===== config.mk =====
export PLATFORM = sky130hd
export DESIGN_NAME = uart_tx_arbiter
export DESIGN_NICKNAME = d
export VERILOG_FILES = /design/src/rtl/uart_pkg.sv /design/src/rtl/uart_rr_pick.sv /design/src/rtl/uart_tx_arbiter.sv
export SDC_FILE = /design/constraint.sdc
export NUM_CORES = 1
export LEC_CHECK = 0
export ABC_AREA = 0
export CAP_MARGIN = 40
export CORE_UTILIZATION = 32
export DETAILED_ROUTE_END_ITERATION = 8
export PLACE_DENSITY = 0.71
export REMOVE_ABC_BUFFERS = 1
export SETUP_SLACK_MARGIN = 0.05
export SLEW_MARGIN = 25
export SYNTH_ARGS = -nofsm -noshare
export SYNTH_HDL_FRONTEND = slang
export SYNTH_SLANG_ARGS = --single-unit

===== constraint.sdc =====
create_clock -name clk -period 2 [get_ports clk]
set_input_delay 0.4 -clock clk [delete_from_list [all_inputs] [get_ports clk]]
set_output_delay 0.4 -clock clk [all_outputs]
set_load 0.03 [all_outputs]

===== src/rtl/uart_pkg.sv =====
// -----------------------------------------------------------------------------
// uart_pkg
// Shared definitions for the UART transmit path.
//   UART_BYTE_W       : width of one UART byte
//   uart_arb_state_e  : arbiter FSM state encoding (S_ARB / S_SEND, 1 bit)
// -----------------------------------------------------------------------------
package uart_pkg;

  localparam int UART_BYTE_W = 8;

  typedef enum logic {
    S_ARB  = 1'b0,  // holding register empty, looking for a requester
    S_SEND = 1'b1   // holding register full, presenting byte to uart_tx
  } uart_arb_state_e;

endpackage


===== src/rtl/uart_rr_pick.sv =====
// -----------------------------------------------------------------------------
// uart_rr_pick
// Combinational rotate-priority search. Returns the first set bit of valid_i,
// searching upward from ptr_i and wrapping at NUM_REQ-1.
// Ports:
//   valid_i  [NUM_REQ-1:0] : candidate request bits
//   ptr_i    [IDX_W-1:0]   : index with highest priority (must be < NUM_REQ)
//   found_o                : at least one candidate is set
//   index_o  [IDX_W-1:0]   : winning index (0 when nothing is found)
// -----------------------------------------------------------------------------
module uart_rr_pick #(
  parameter int NUM_REQ = 4,
  parameter int IDX_W   = $clog2(NUM_REQ)
) (
  input  logic [NUM_REQ-1:0] valid_i,
  input  logic [IDX_W-1:0]   ptr_i,
  output logic               found_o,
  output logic [IDX_W-1:0]   index_o
);

  int               cand;
  logic [IDX_W-1:0] cand_idx;

  // Walk the offsets from farthest to nearest so the nearest valid candidate
  // is the last one written and therefore wins, without needing a break.
  always_comb begin
    found_o  = 1'b0;
    index_o  = '0;
    cand     = 0;
    cand_idx = '0;
    for (int k = NUM_REQ - 1; k >= 0; k--) begin
      cand = int'(ptr_i) + k;
      if (cand >= NUM_REQ) begin
        cand = cand - NUM_REQ;
      end
      cand_idx = cand[IDX_W-1:0];
      if (valid_i[cand_idx]) begin
        found_o = 1'b1;
        index_o = cand_idx;
      end
    end
  end

endmodule


===== src/rtl/uart_tx_arbiter.sv =====
// -----------------------------------------------------------------------------
// uart_tx_arbiter
// Round-robin arbiter sharing one uart_tx byte transmitter between NUM_REQ
// requesters. One byte at a time is accepted into a holding register and then
// presented to uart_tx over a valid/ready port.
//
// Optional feature macro: UART_ARB_PKT_LOCK_EN
//   defined   : packet lock -- after a byte with req_last=0 only the current
//               owner is considered until it sends a byte with req_last=1.
//   undefined : per-byte round-robin, req_last ignored.
//
// Ports:
//   clk        : system clock
//   resetn     : asynchronous active-low reset
//   req_data   : NUM_REQ bytes, requester i on [8*i+7:8*i]
//   req_valid  : per-requester byte valid
//   req_last   : per-requester end-of-packet flag (lock build only)
//   req_ready  : per-requester accept, combinational, at most one bit high
//   m_data     : held byte to uart_tx
//   m_valid    : byte valid to uart_tx
//   m_ready    : ready from uart_tx
//   grant_id   : index of the requester owning the held byte
//   busy       : holding register full
// -----------------------------------------------------------------------------
module uart_tx_arbiter
  import uart_pkg::*;
#(
  parameter int NUM_REQ = 4,
  parameter int GNT_W   = $clog2(NUM_REQ)
) (
  input  logic                           clk,
  input  logic                           resetn,
  input  logic [NUM_REQ*UART_BYTE_W-1:0] req_data,
  input  logic [NUM_REQ-1:0]             req_valid,
  input  logic [NUM_REQ-1:0]             req_last,
  output logic [NUM_REQ-1:0]             req_ready,
  output logic [UART_BYTE_W-1:0]         m_data,
  output logic                           m_valid,
  input  logic                           m_ready,
  output logic [GNT_W-1:0]               grant_id,
  output logic                           busy
);

  uart_arb_state_e        state_q;
  logic [UART_BYTE_W-1:0] hold_q;
  logic [GNT_W-1:0]       grant_q;
  logic [GNT_W-1:0]       rr_ptr_q;
  logic [GNT_W-1:0]       rr_ptr_d;
  logic                   m_valid_q;
  logic                   busy_q;

  logic [NUM_REQ-1:0]     cand_valid;
  logic                   pick_found;
  logic [GNT_W-1:0]       pick_idx;
  logic [UART_BYTE_W-1:0] pick_data;
  logic                   accept;

`ifdef UART_ARB_PKT_LOCK_EN
  logic locked_q;
  logic pick_last;

  // While a packet is open only its owner may compete; the pointer search
  // then can only land on grant_q.
  always_comb begin
    cand_valid = req_valid;
    if (locked_q) begin
      cand_valid = req_valid & (NUM_REQ'(1) << grant_q);
    end
  end

  assign pick_last = req_last[pick_idx];
`else
  logic unused_last;

  assign cand_valid  = req_valid;
  assign unused_last = ^req_last;
`endif

  uart_rr_pick #(
    .NUM_REQ (NUM_REQ),
    .IDX_W   (GNT_W)
  ) u_pick (
    .valid_i (cand_valid),
    .ptr_i   (rr_ptr_q),
    .found_o (pick_found),
    .index_o (pick_idx)
  );

  always_comb begin
    pick_data = '0;
    for (int i = 0; i < NUM_REQ; i++) begin
      if (pick_idx == GNT_W'(i)) begin
        pick_data = req_data[i*UART_BYTE_W +: UART_BYTE_W];
      end
    end
  end

  // Ready is gated by resetn so that every output shows its reset value
  // immediately when reset is asserted, not only after the next edge.
  always_comb begin
    req_ready = '0;
    if (resetn && (state_q == S_ARB) && pick_found) begin
      req_ready[pick_idx] = 1'b1;
    end
  end

  assign accept   = |(req_valid & req_ready);
  assign rr_ptr_d = (pick_idx == GNT_W'(NUM_REQ - 1)) ? '0 : pick_idx + 1'b1;

  always_ff @(posedge clk or negedge resetn) begin
    if (!resetn) begin
      state_q   <= S_ARB;
      hold_q    <= '0;
      grant_q   <= '0;
      rr_ptr_q  <= '0;
      m_valid_q <= 1'b0;
      busy_q    <= 1'b0;
`ifdef UART_ARB_PKT_LOCK_EN
      locked_q  <= 1'b0;
`endif
    end else begin
      case (state_q)
        S_ARB: begin
          if (accept) begin
            hold_q    <= pick_data;
            grant_q   <= pick_idx;
            rr_ptr_q  <= rr_ptr_d;
            m_valid_q <= 1'b1;
            busy_q    <= 1'b1;
            state_q   <= S_SEND;
`ifdef UART_ARB_PKT_LOCK_EN
            locked_q  <= ~pick_last;
`endif
          end
        end
        S_SEND: begin
          // m_valid_q is always 1 here, so m_ready alone completes the handshake.
          if (m_ready) begin
            m_valid_q <= 1'b0;
            busy_q    <= 1'b0;
            state_q   <= S_ARB;
          end
        end
        default: begin
          state_q <= S_ARB;
        end
      endcase
    end
  end

  assign m_data   = hold_q;
  assign m_valid  = m_valid_q;
  assign grant_id = grant_q;
  assign busy     = busy_q;

endmodule


==> impl_summary.log <==
[metrics] DRC violation total after the first TritonRoute iteration: 22
[metrics] number of clock sinks seen by CTS: 14
[metrics] top cell type's share of synthesized area: 38.3%
[metrics] Yosys top cell by area: sky130_fd_sc_hd__dfrtp_1
[metrics] WS Path Type: input pin to output pin
[metrics] hold violation total from the final report: 0
[metrics] type of destination of the critical path: output pin
[metrics] Static Leak: 0.778 nW
[metrics] Synth Instances: 94
[metrics] ANT nets after route: 0
[metrics] detailed placer's ending HPWL: about 2.3 mm
[metrics] power per cell area: 1360 nW/µm²
[metrics] Worst EP arrival: about 1.9 ns
[metrics] Post-synth EDFFs: 0
[metrics] Max Slew Vio Count: 0
[metrics] Final min period: 2.25 ns
[metrics] clock tree from TritonCTS: done
[metrics] Finish-stage setup viols: 18
[metrics] detailed-route wire length per cell: ~16 µm
[metrics] synth cell count leaders: sky130_fd_sc_hd__dfrtp_1, sky130_fd_sc_hd__nand2_1, sky130_fd_sc_hd__o22ai_1
[metrics] Diodes inserted: 0
[metrics] Via density: about 5.1
[metrics] initial cell density of the core: between 30% and 40%
[metrics] total area of multi-input combinational cells: 629 µm²
[metrics] CTS Buf Count: 3
[metrics] placer congestion estimate: 0.791
[metrics] Std-Cell Core Area: 2730 µm²
[metrics] Net count, final: 218
[metrics] number of design rule violations left after detail routing: 0
[metrics] Max transition margin: about 80%
[metrics] number of unique standard cell types used by synthesis: 30
[metrics] predominant post-synthesis flop cell: sky130_fd_sc_hd__dfrtp_1
[metrics] max-cap viol count: 0
[metrics] total congestion overflow: 0
[metrics] worst-case clock skew: 0.00164 ns
[metrics] WP data required: 1.60 ns
[metrics] path type of the worst min-delay path: flip-flop to flip-flop
[metrics] Util after Layout: ~67%
[metrics] Cell Area, Synth: between 900 and 1000 µm²
[metrics] mean cell area of the mapped netlist: 9.74 µm²
[metrics] wire length of the first global-routing pass: 5.32 mm
[metrics] clock insertion delay at the later pin of the skew report: about 0.28 ns
[metrics] die extent in y: 55.5 µm
[metrics] maximum number of pins on one net before global-route repair: 13
[metrics] Hold Worst Slack: 0.473 ns
[metrics] area of the die: between 3000 and 4000 µm²
[metrics] CTS HTree Levels: 1
[metrics] Cell Area, Placed: 1590 µm²
[metrics] global-route total usage across every layer: 22.2%
[metrics] count of buffers inserted at the top-level ports: 54
[metrics] number of core rows: 19
[metrics] antenna violations before repair: 0
[metrics] summed area of non-filler cells in the final layout: 1820 µm²
[metrics] via count: 1024
[metrics] Worst-Margin Slew: 0.317 ns
[metrics] Period Utilization, post-route: 112%
[metrics] largest voltage drop on the vdd net: roughly 0.001 V
[metrics] top-count cell post-synth: sky130_fd_sc_hd__dfrtp_1
[metrics] fraction of registers with async set/reset: 100%
[metrics] run status: finished, violations left
[metrics] maximum operating frequency: 445 MHz
[metrics] number of iterations in the first detailed-routing pass: 4
[metrics] failing checks: setup timing
[metrics] cells taking the most area after synthesis: sky130_fd_sc_hd__dfrtp_1, sky130_fd_sc_hd__a221oi_1, sky130_fd_sc_hd__o31ai_1, sky130_fd_sc_hd__ha_1, sky130_fd_sc_hd__o22ai_1
[metrics] setup repair after global routing missed its margin: yes
[metrics] area grow syn2layout: 98.6%
[metrics] maximum fanout along the worst path: 4
[metrics] post-synthesis register bit count: 14
[metrics] sequential standard cell area: 353 µm²
[metrics] share of layout cells above drive strength 1: around two fifths
[metrics] Die X: 55.5 µm
[metrics] clock-pin slew of the registers on the worst-case setup and hold paths: roughly 0.090 ns
[metrics] I/O pin total: between 50 and 60
[metrics] Synth warnings: 0
[metrics] Worst Setup Start Kind: input pin
[metrics] maximum buffer depth of the clock tree: 2
[metrics] post-detailed-routing wire length: 3.15 mm
[metrics] minimum setup slack in the final design: -0.246 ns
[metrics] Filler Cells Inserted: 201
[metrics] number of global-route vias before repair: 1158
[metrics] sequential area share after synthesis: 38.3%
[metrics] Root Driver: sky130_fd_sc_hd__clkbuf_4
layout by cell type, fill, tap and decap left out, drive strengths merged:
cell type and instances:
clkdlybuf4s50 46, buf 27, dfrtp 14, nand2 13, o22ai 8, a221oi 7
o31ai 7, nor2b 5, inv 5, and2 4, clkbuf 4, nor2 4
ha 4, mux2 3, dlygate4sd2 2, nor3b 2, a22o 2, o21ai 2
clkdlybuf4s15 2, nor3 1, a2bb2oi 1, or4 1, and3 1, o211ai 1
or2 1, a22oi 1, a211oi 1, o41ai 1
metal layers:
layer  track usage (%)  vias up  part of all wire, %
met5                 0        -                    0
met4              7.50        0                  1.5
met3              4.22        6                  5.6
met2              39.8       42                   51
met1              26.4      470                   42
li1                  -      506                    -
power by group:
part / total, mW / switching, mW / internal [mW]
combinational: 1.74 / 0.873 / 0.867
clock: 0.209 / 0.0982 / 0.111
sequential: 0.520 / 0.101 / 0.419
total: 2.47 / 1.07 / 1.40
state kept, by name, summed over array words and instances (netlist names):
| name | cells |
|---|---|
| grant_id | 2 |
| rr_ptr_q | 2 |
| busy | 1 |
| m_data | 8 |
| state_q | 1 |
through the flow:
step / total power [mW] / setup WS (ns) / instances / TNS, ns
floorplan: 1.35 / -0.431 / 89 / -3.56
global placement: 1.96 / -0.668 / 193 / -11.04
detailed placement: 1.99 / -0.789 / 193 / -13.10
CTS: 2.41 / -0.221 / 201 / -3.52
global route: 2.63 / -0.323 / 201 / -5.07
finish: 2.47 / -0.246 / 201 / -3.54
cell families after synthesis:
logic type / Yosys count / share of synthesized area, %
adder cells (fa/ha/maj): 4 / 5.46
AO/OA/AOI/OAI: 31 / 28.6
multiplexers: 3 / 3.69
flip-flops: 14 / 38.3
buffers and inverters: 10 / 5.74
AND/OR/NAND/NOR: 32 / 18.3
worst max-delay path, stage by stage:
cell and delay, ns:
sky130_fd_sc_hd__dlygate4sd2_1 0.28, sky130_fd_sc_hd__buf_6 0.14, sky130_fd_sc_hd__nor2_4 0.11, sky130_fd_sc_hd__a2bb2oi_4 0.21, sky130_fd_sc_hd__inv_2 0.08, sky130_fd_sc_hd__ha_2 0.18, sky130_fd_sc_hd__buf_4 0.14, sky130_fd_sc_hd__and2_1 0.15
sky130_fd_sc_hd__buf_6 0.14
path summary, 6_finish.rpt:
| kind | start | endpoint | slack [ns] | depth (start not counted) |
|---|---|---|---|---|
| worst min-delay path | state_q | busy | 0.47 | 1 |
| min in group asynchronous | resetn | m_data[0] | 0.58 | 2 |
| worst min register to register | state_q | busy | 0.47 | 1 |
| max in group asynchronous | resetn | rr_ptr_q[0] | 1.28 | 2 |
| worst max register to register | rr_ptr_q[0] | grant_id[1] | -0.24 | 9 |
| worst max-delay path | req_valid[1] | req_ready[0] | -0.25 | 9 |
timing repair:
item | 4_1_cts | 5_1_grt
hold buffers | 0 | 0
gates resized for setup | 39 | 10
setup buffers | 4 | 0
pin swaps | 6 | 3
setup endpoints to repair | 18 | 18
gates cloned | 0 | 0
cell type report:
type | instances | area share, %
Clock buffer | 4 | 1.99
Inverter | 5 | 1.03
Multi-Input combinational cell | 70 | 34.6
Sequential cell | 14 | 19.4
Tap cell | 31 | 2.13
Timing Repair Buffer | 77 | 40.9
Power figures use the tool's default switching activity.
